===== config.mk =====
export PLATFORM = sky130hd
export DESIGN_NAME = control_register
export DESIGN_NICKNAME = d
export VERILOG_FILES = /design/src/rtl/control_pkg.sv /design/src/rtl/cond_select.sv /design/src/rtl/control_register.sv
export SDC_FILE = /design/constraint.sdc
export NUM_CORES = 1
export LEC_CHECK = 0
export ABC_AREA = 1
export CAP_MARGIN = 20
export CORE_UTILIZATION = 30
export DETAILED_ROUTE_END_ITERATION = 8
export GPL_ROUTABILITY_DRIVEN = 0
export HOLD_SLACK_MARGIN = 0.08
export PLACE_DENSITY = 0.69
export SYNTH_ARGS = -nofsm -noshare
export SYNTH_HDL_FRONTEND = slang
export SYNTH_SLANG_ARGS = --single-unit

===== constraint.sdc =====
create_clock -name clk -period 0.8 [get_ports clk]
set_input_delay 0.12 -clock clk [delete_from_list [all_inputs] [get_ports clk]]
set_output_delay 0.12 -clock clk [all_outputs]
set_load 0.02 [all_outputs]

===== src/rtl/control_pkg.sv =====
// Shared constants for the control-unit pipeline register: widths, field
// bit positions of the 44-bit microinstruction, and condition-select encodings.
package control_pkg;
  localparam int WORD_W  = 44;
  localparam int STATE_W = 7;

  localparam int IRLD_B   = 43;
  localparam int PCLD_B   = 42;
  localparam int NPCLD_B  = 41;
  localparam int RFLD_B   = 40;
  localparam int MA_B     = 39;
  localparam int MB_LSB   = 37;
  localparam int MC_B     = 36;
  localparam int ME_B     = 35;
  localparam int MF_B     = 34;
  localparam int MPA_B    = 33;
  localparam int MP_B     = 32;
  localparam int MR_B     = 31;
  localparam int RW_B     = 30;
  localparam int MOV_B    = 29;
  localparam int MDRLD_B  = 28;
  localparam int MARLD_B  = 27;
  localparam int OPC_LSB  = 21;
  localparam int CIN_B    = 20;
  localparam int SSE_LSB  = 18;
  localparam int OP_LSB   = 14;
  localparam int CR_LSB   = 7;
  localparam int INV_B    = 6;
  localparam int INCRLD_B = 5;
  localparam int S_LSB    = 3;
  localparam int N_LSB    = 0;

  typedef enum logic [1:0] {
    COND_MOC  = 2'b00,
    COND_COND = 2'b01,
    COND_DMOC = 2'b10,
    COND_ZERO = 2'b11
  } cond_sel_e;
endpackage


===== src/rtl/cond_select.sv =====
// Sequencer condition mux: picks moc/cond/dmoc by S, then applies Inv.
module cond_select
  import control_pkg::*;
(
  input  logic [1:0] sel_i,
  input  logic       moc_i,
  input  logic       cond_i,
  input  logic       dmoc_i,
  input  logic       inv_i,
  output logic       raw_o,
  output logic       sts_o
);
  always_comb begin
    raw_o = 1'b0;
    case (cond_sel_e'(sel_i))
      COND_MOC:  raw_o = moc_i;
      COND_COND: raw_o = cond_i;
      COND_DMOC: raw_o = dmoc_i;
      default:   raw_o = 1'b0;
    endcase
  end

  assign sts_o = raw_o ^ inv_i;
endmodule


===== src/rtl/control_register.sv =====
// Microinstruction pipeline register with decoded field outputs, condition
// select and next-address incrementer. CTRL_REG_LOAD_EN adds a ld_en input.
module control_register
  import control_pkg::*;
#(
  parameter int WORD_W  = control_pkg::WORD_W,
  parameter int STATE_W = control_pkg::STATE_W
) (
  input  logic               clk,
  input  logic               reset,
`ifdef CTRL_REG_LOAD_EN
  input  logic               ld_en,
`endif
  input  logic [WORD_W-1:0]  state_signals,
  input  logic [STATE_W-1:0] cur_state,
  input  logic               moc,
  input  logic               cond,
  input  logic               dmoc,
  input  logic [STATE_W-1:0] next_addr,
  output logic               IRld,
  output logic               PCld,
  output logic               nPCld,
  output logic               RFld,
  output logic               MA,
  output logic [1:0]         MB,
  output logic               MC,
  output logic               ME,
  output logic               MF,
  output logic               MPA,
  output logic               MP,
  output logic               MR,
  output logic               RW,
  output logic               MOV,
  output logic               MDRld,
  output logic               MARld,
  output logic [5:0]         OpC,
  output logic               Cin,
  output logic [1:0]         SSE,
  output logic [3:0]         OP,
  output logic [STATE_W-1:0] CR,
  output logic               Inv,
  output logic               IncRld,
  output logic [1:0]         S,
  output logic [2:0]         N,
  output logic [STATE_W-1:0] active_state,
  output logic               cond_raw,
  output logic               sts,
  output logic [STATE_W-1:0] inc_addr
);
  logic [WORD_W-1:0]  word_q, word_d;
  logic [STATE_W-1:0] state_q, state_d;
  logic               load;

`ifdef CTRL_REG_LOAD_EN
  assign load = ld_en;
`else
  assign load = 1'b1;
`endif

  always_comb begin
    word_d  = word_q;
    state_d = state_q;
    if (load) begin
      word_d  = state_signals;
      state_d = cur_state;
    end
  end

  // Reset wins over load enable.
  always_ff @(posedge clk) begin
    if (reset) begin
      word_q  <= '0;
      state_q <= '0;
    end else begin
      word_q  <= word_d;
      state_q <= state_d;
    end
  end

  assign IRld   = word_q[IRLD_B];
  assign PCld   = word_q[PCLD_B];
  assign nPCld  = word_q[NPCLD_B];
  assign RFld   = word_q[RFLD_B];
  assign MA     = word_q[MA_B];
  assign MB     = word_q[MB_LSB +: 2];
  assign MC     = word_q[MC_B];
  assign ME     = word_q[ME_B];
  assign MF     = word_q[MF_B];
  assign MPA    = word_q[MPA_B];
  assign MP     = word_q[MP_B];
  assign MR     = word_q[MR_B];
  assign RW     = word_q[RW_B];
  assign MOV    = word_q[MOV_B];
  assign MDRld  = word_q[MDRLD_B];
  assign MARld  = word_q[MARLD_B];
  assign OpC    = word_q[OPC_LSB +: 6];
  assign Cin    = word_q[CIN_B];
  assign SSE    = word_q[SSE_LSB +: 2];
  assign OP     = word_q[OP_LSB +: 4];
  assign CR     = word_q[CR_LSB +: STATE_W];
  assign Inv    = word_q[INV_B];
  assign IncRld = word_q[INCRLD_B];
  assign S      = word_q[S_LSB +: 2];
  assign N      = word_q[N_LSB +: 3];

  assign active_state = state_q;
  assign inc_addr     = next_addr + STATE_W'(1);

  cond_select u_cond_select (
    .sel_i  (S),
    .moc_i  (moc),
    .cond_i (cond),
    .dmoc_i (dmoc),
    .inv_i  (Inv),
    .raw_o  (cond_raw),
    .sts_o  (sts)
  );
endmodule


==> run_summary.xml <==
<?xml version="1.0" encoding="UTF-8"?>
<metrics>
  <group name="status">
    <metric name="run_status" unit="">finished, violations left</metric>
    <metric name="failed_checks" unit="">setup timing</metric>
  </group>
  <group name="sta">
    <metric name="tightestPinTransition" unit="ns">0.173</metric>
    <metric name="unrepaired_setup_endpoints_after_global_routing" unit="">true</metric>
    <metric name="final_hold_violation_count" unit="">0</metric>
    <metric name="final.setup.worst_slack" unit="ns">-0.454</metric>
    <metric name="setup_tns" unit="ns">-4.81</metric>
    <metric name="final-max-slew-violation-count" unit="">0</metric>
    <metric name="maxClockFrequency" unit="GHz">0.797</metric>
    <metric name="timing.max_slew.rel_slack" unit="%">88.5</metric>
    <metric name="timing.final.setup_violations" unit="">58</metric>
    <metric name="post-route-period-util" unit="%">157</metric>
    <metric name="post-route-min-period" unit="ns">1.25</metric>
  </group>
  <group name="place">
    <metric name="detailedPlacementHpwl" unit="um">2930</metric>
    <metric name="preCtsSetupSlack" unit="ns">-1.11</metric>
    <metric name="post_dp_cell_area" unit="um^2">3020</metric>
    <metric name="placed_cells_incl_taps" unit="">384</metric>
    <metric name="buffer_ports.inserted" unit="">122</metric>
  </group>
  <group name="pwr">
    <metric name="clock_power_share" unit="%">27.8</metric>
    <metric name="power.sequential.fraction" unit="%">50.2</metric>
    <metric name="switching_fraction" unit="%">25.8</metric>
    <metric name="net-switching-power" unit="uW">1420</metric>
    <metric name="p_int" unit="uW">4090</metric>
    <metric name="max-vdd-ir-drop" unit="uV">1150</metric>
    <metric name="power.share.combinational" unit="%">22.0</metric>
    <metric name="power_density" unit="nW/um^2">1660</metric>
    <metric name="p_leak" unit="uW">0.00165</metric>
  </group>
  <group name="clock_tree">
    <metric name="cts_tree" unit="">done</metric>
    <metric name="clock_tree_root" unit="">sky130_fd_sc_hd__clkbuf_8</metric>
    <metric name="cts_max_path_buffers" unit="">2</metric>
    <metric name="cts.sinks" unit="">51</metric>
    <metric name="cts-htree-levels" unit="">2</metric>
    <metric name="path_clk_slew" unit="ns">0.09</metric>
    <metric name="numCtsBuffers" unit="">5</metric>
    <metric name="cts_hold_repair.buffers" unit="">0</metric>
  </group>
  <group name="route">
    <metric name="routedWlPerCell" unit="um">9.88</metric>
    <metric name="via_count" unit="">1522</metric>
    <metric name="routed_wirelength" unit="um">3890</metric>
    <metric name="drc" unit="">0</metric>
    <metric name="detailedRoute.firstIterationViolations" unit="">46</metric>
    <metric name="vias_per_cell" unit="">3.86</metric>
    <metric name="drt_first_pass_iters" unit="">3</metric>
    <metric name="final_antenna_net_count" unit="">0</metric>
  </group>
  <group name="global_routing">
    <metric name="gr-usage-met1" unit="%">13.8</metric>
    <metric name="grt_usage" unit="%">14.5</metric>
    <metric name="gr-total-overflow" unit="">0</metric>
    <metric name="vias_in_the_first_global_route" unit="">1535</metric>
    <metric name="grtUsageMet2" unit="%">26.5</metric>
    <metric name="initial_antenna_violation_count" unit="">0</metric>
    <metric name="grt_busiest_layer" unit="">met2</metric>
    <metric name="grt_max_degree" unit="">35</metric>
    <metric name="grt_first_pass_wirelength" unit="um">6670</metric>
    <metric name="grt_use_met3" unit="%">6.71</metric>
  </group>
  <group name="worst_setup_path">
    <metric name="timing_worst_setup_path_type" unit="">register to output pin</metric>
    <metric name="startpoint_kind_of_the_worst_setup_timing_path" unit="">register</metric>
    <metric name="series_of_cell_instances_along_the_critical_path" unit="">inv_6, nand3_4, nand3_4, nand2_2, nand2_4, buf_6</metric>
    <metric name="critPathMaxStageDelay" unit="ns">0.40</metric>
    <metric name="crit_top_cell" unit="">sky130_fd_sc_hd__nand3_4</metric>
    <metric name="critical_path_depth" unit="">6</metric>
    <metric name="crit_end" unit="">sts</metric>
    <metric name="critical_path.max_fanout" unit="">3</metric>
    <metric name="timing.critical_path.arrival" unit="ns">1.13</metric>
    <metric name="crit_path_start" unit="">word_q[3]</metric>
    <metric name="critPathBufInv" unit="">2</metric>
    <metric name="crit_family" unit="">flip-flops</metric>
    <metric name="crit_path_end_kind" unit="">output pin</metric>
    <metric name="critical-path-slowest-cell" unit="">sky130_fd_sc_hd__dfxtp_4</metric>
    <metric name="cp.required" unit="ns">0.68</metric>
  </group>
  <group name="layout">
    <metric name="finalNetCount" unit="">387</metric>
    <metric name="drive_above_1_share" unit="%">47.8</metric>
    <metric name="number_of_inserted_diodes" unit="">0</metric>
    <metric name="final_area" unit="um^2">3330</metric>
    <metric name="finish.cell_count_without_fillers" unit="">394</metric>
    <metric name="area.growth.synth_to_final" unit="%">102</metric>
  </group>
  <group name="synthesis">
    <metric name="netlist_top_cells_area" unit="">sky130_fd_sc_hd__dfxtp_1 (62%), sky130_fd_sc_hd__inv_1 (14%), sky130_fd_sc_hd__nor2_1 (12%)</metric>
    <metric name="cell_taking_the_most_area_after_synthesis" unit="">sky130_fd_sc_hd__dfxtp_1</metric>
    <metric name="yosys.cell_count.top_type" unit="">sky130_fd_sc_hd__inv_1</metric>
    <metric name="most_instantiated_cells_after_synthesis" unit="">sky130_fd_sc_hd__inv_1 (61), sky130_fd_sc_hd__nor2_1 (53), sky130_fd_sc_hd__dfxtp_1 (51), sky130_fd_sc_hd__nand2_1 (8), sky130_fd_sc_hd__nand3_1 (6)</metric>
    <metric name="post-synth-top-area-fraction" unit="%">62.0</metric>
    <metric name="post_synth_inst_count" unit="">194</metric>
    <metric name="synth-edff-count" unit="">0</metric>
    <metric name="synth_nets" unit="">258</metric>
    <metric name="synth_seq_cells" unit="">51</metric>
    <metric name="synth_top_flop_cell" unit="">sky130_fd_sc_hd__dfxtp_1</metric>
    <metric name="mappedNetlistArea" unit="um^2">1650</metric>
    <metric name="synthDistinctLibCells" unit="">12</metric>
    <metric name="ys.warnings.count" unit="">0</metric>
    <metric name="post_synth.cell_area_avg" unit="um^2">8.49</metric>
    <metric name="synth-async-reset-ratio" unit="%">0</metric>
    <metric name="seq_area_frac_synth" unit="%">62.0</metric>
  </group>
  <group name="die">
    <metric name="design.portCount" unit="">123</metric>
    <metric name="floorplan_die_area" unit="um^2">5790</metric>
    <metric name="die_w" unit="um">76.1</metric>
    <metric name="die_h" unit="um">76.1</metric>
    <metric name="effective_utilization_at_floorplan" unit="%">31.7</metric>
    <metric name="core.rowCount" unit="">26</metric>
    <metric name="core" unit="um^2">5200</metric>
  </group>
  <group name="run">
    <metric name="max_cap_viol_count" unit="">0</metric>
  </group>
  <group name="min_path">
    <metric name="worst_hold_path_type" unit="">input pin to register</metric>
  </group>
</metrics>
cell usage in the layout (no fill, tap or decap), types with 3 or more instances in the layout:
cell type	netlist	final
sky130_fd_sc_hd__nand3_2	2	3
sky130_fd_sc_hd__nand3_4	0	5
sky130_fd_sc_hd__clkdlybuf4s50_1	0	54
sky130_fd_sc_hd__nand2_4	0	3
sky130_fd_sc_hd__buf_4	0	5
sky130_fd_sc_hd__nand2_1	8	3
sky130_fd_sc_hd__nor2_4	0	3
sky130_fd_sc_hd__buf_2	1	5
sky130_fd_sc_hd__nor2_1	53	51
sky130_fd_sc_hd__clkbuf_8	0	6
sky130_fd_sc_hd__dfxtp_2	0	49
sky130_fd_sc_hd__inv_1	61	56
sky130_fd_sc_hd__buf_6	5	57
power groups by stage:
| stage | logic [uW] | registers, uW | clock network [uW] |
|---|---|---|---|
| after global placement | 1140 | 2770 | 0 |
| after floorplan | 298 | 2950 | 0 |
| final | 1210 | 2770 | 1530 |
| after detailed placement | 1150 | 2770 | 0 |
| after global routing | 1300 | 2780 | 1730 |
| after CTS | 1210 | 2760 | 1620 |
cell families (layout without fill, tap and decap cells):
| logic type | count (synthesis) | in the layout | share of synthesized area [%] |
|---|---|---|---|
| xor+xnor | 3 | 3 | 1.59 |
| fa+ha+maj | 1 | 1 | 0.759 |
| buf+inv | 67 | 197 | 17.6 |
| flops | 51 | 51 | 62.0 |
| simple gates | 72 | 72 | 18.1 |
flip-flops by register name (all words and copies together), names as in the netlist:
signal / cells
word_q: 44
active_state: 7
cell type report:
type,count,area (um^2)
clock buffers,6,82.6
flip-flops and latches,51,1090
well taps,70,87.6
repair buffers,128,1330
inverters,61,241
multi-input cells,76,483
clock inverters,2,16.3
fillers,433,1880
worst min-delay path by stage:
stage	from	end	cells after the start
final	reset	word_q[31]	3
after global routing	reset	word_q[22]	3
after global placement	reset	word_q[4]	3
after floorplan	state_signals[3]	word_q[3]	2
after CTS	reset	word_q[31]	3
after detailed placement	reset	word_q[4]	3
what timing repair did:
| action | CTS | global route |
|---|---|---|
| pin swaps | 12 | 5 |
| resized for setup | 441 | 10 |
| endpoints found under the setup margin | 60 | 59 |
| buffers inserted | 1 | 1 |
layer usage:
metal	wire (um)	share of wire, %
met1	1420	36
met2	1970	51
met3	415	11
met4	91	2.3
met5	0	0
through the flow:
stage,hold slack [ns],util (%),total power [uW]
floorplan,0.217,-,3250
global placement,0.540,58.0,3910
detailed placement,0.538,58.0,3920
CTS,0.202,63.5,5590
global route,0.211,63.9,5810
finish,0.210,63.9,5510
(Power assumes the default switching activity.)
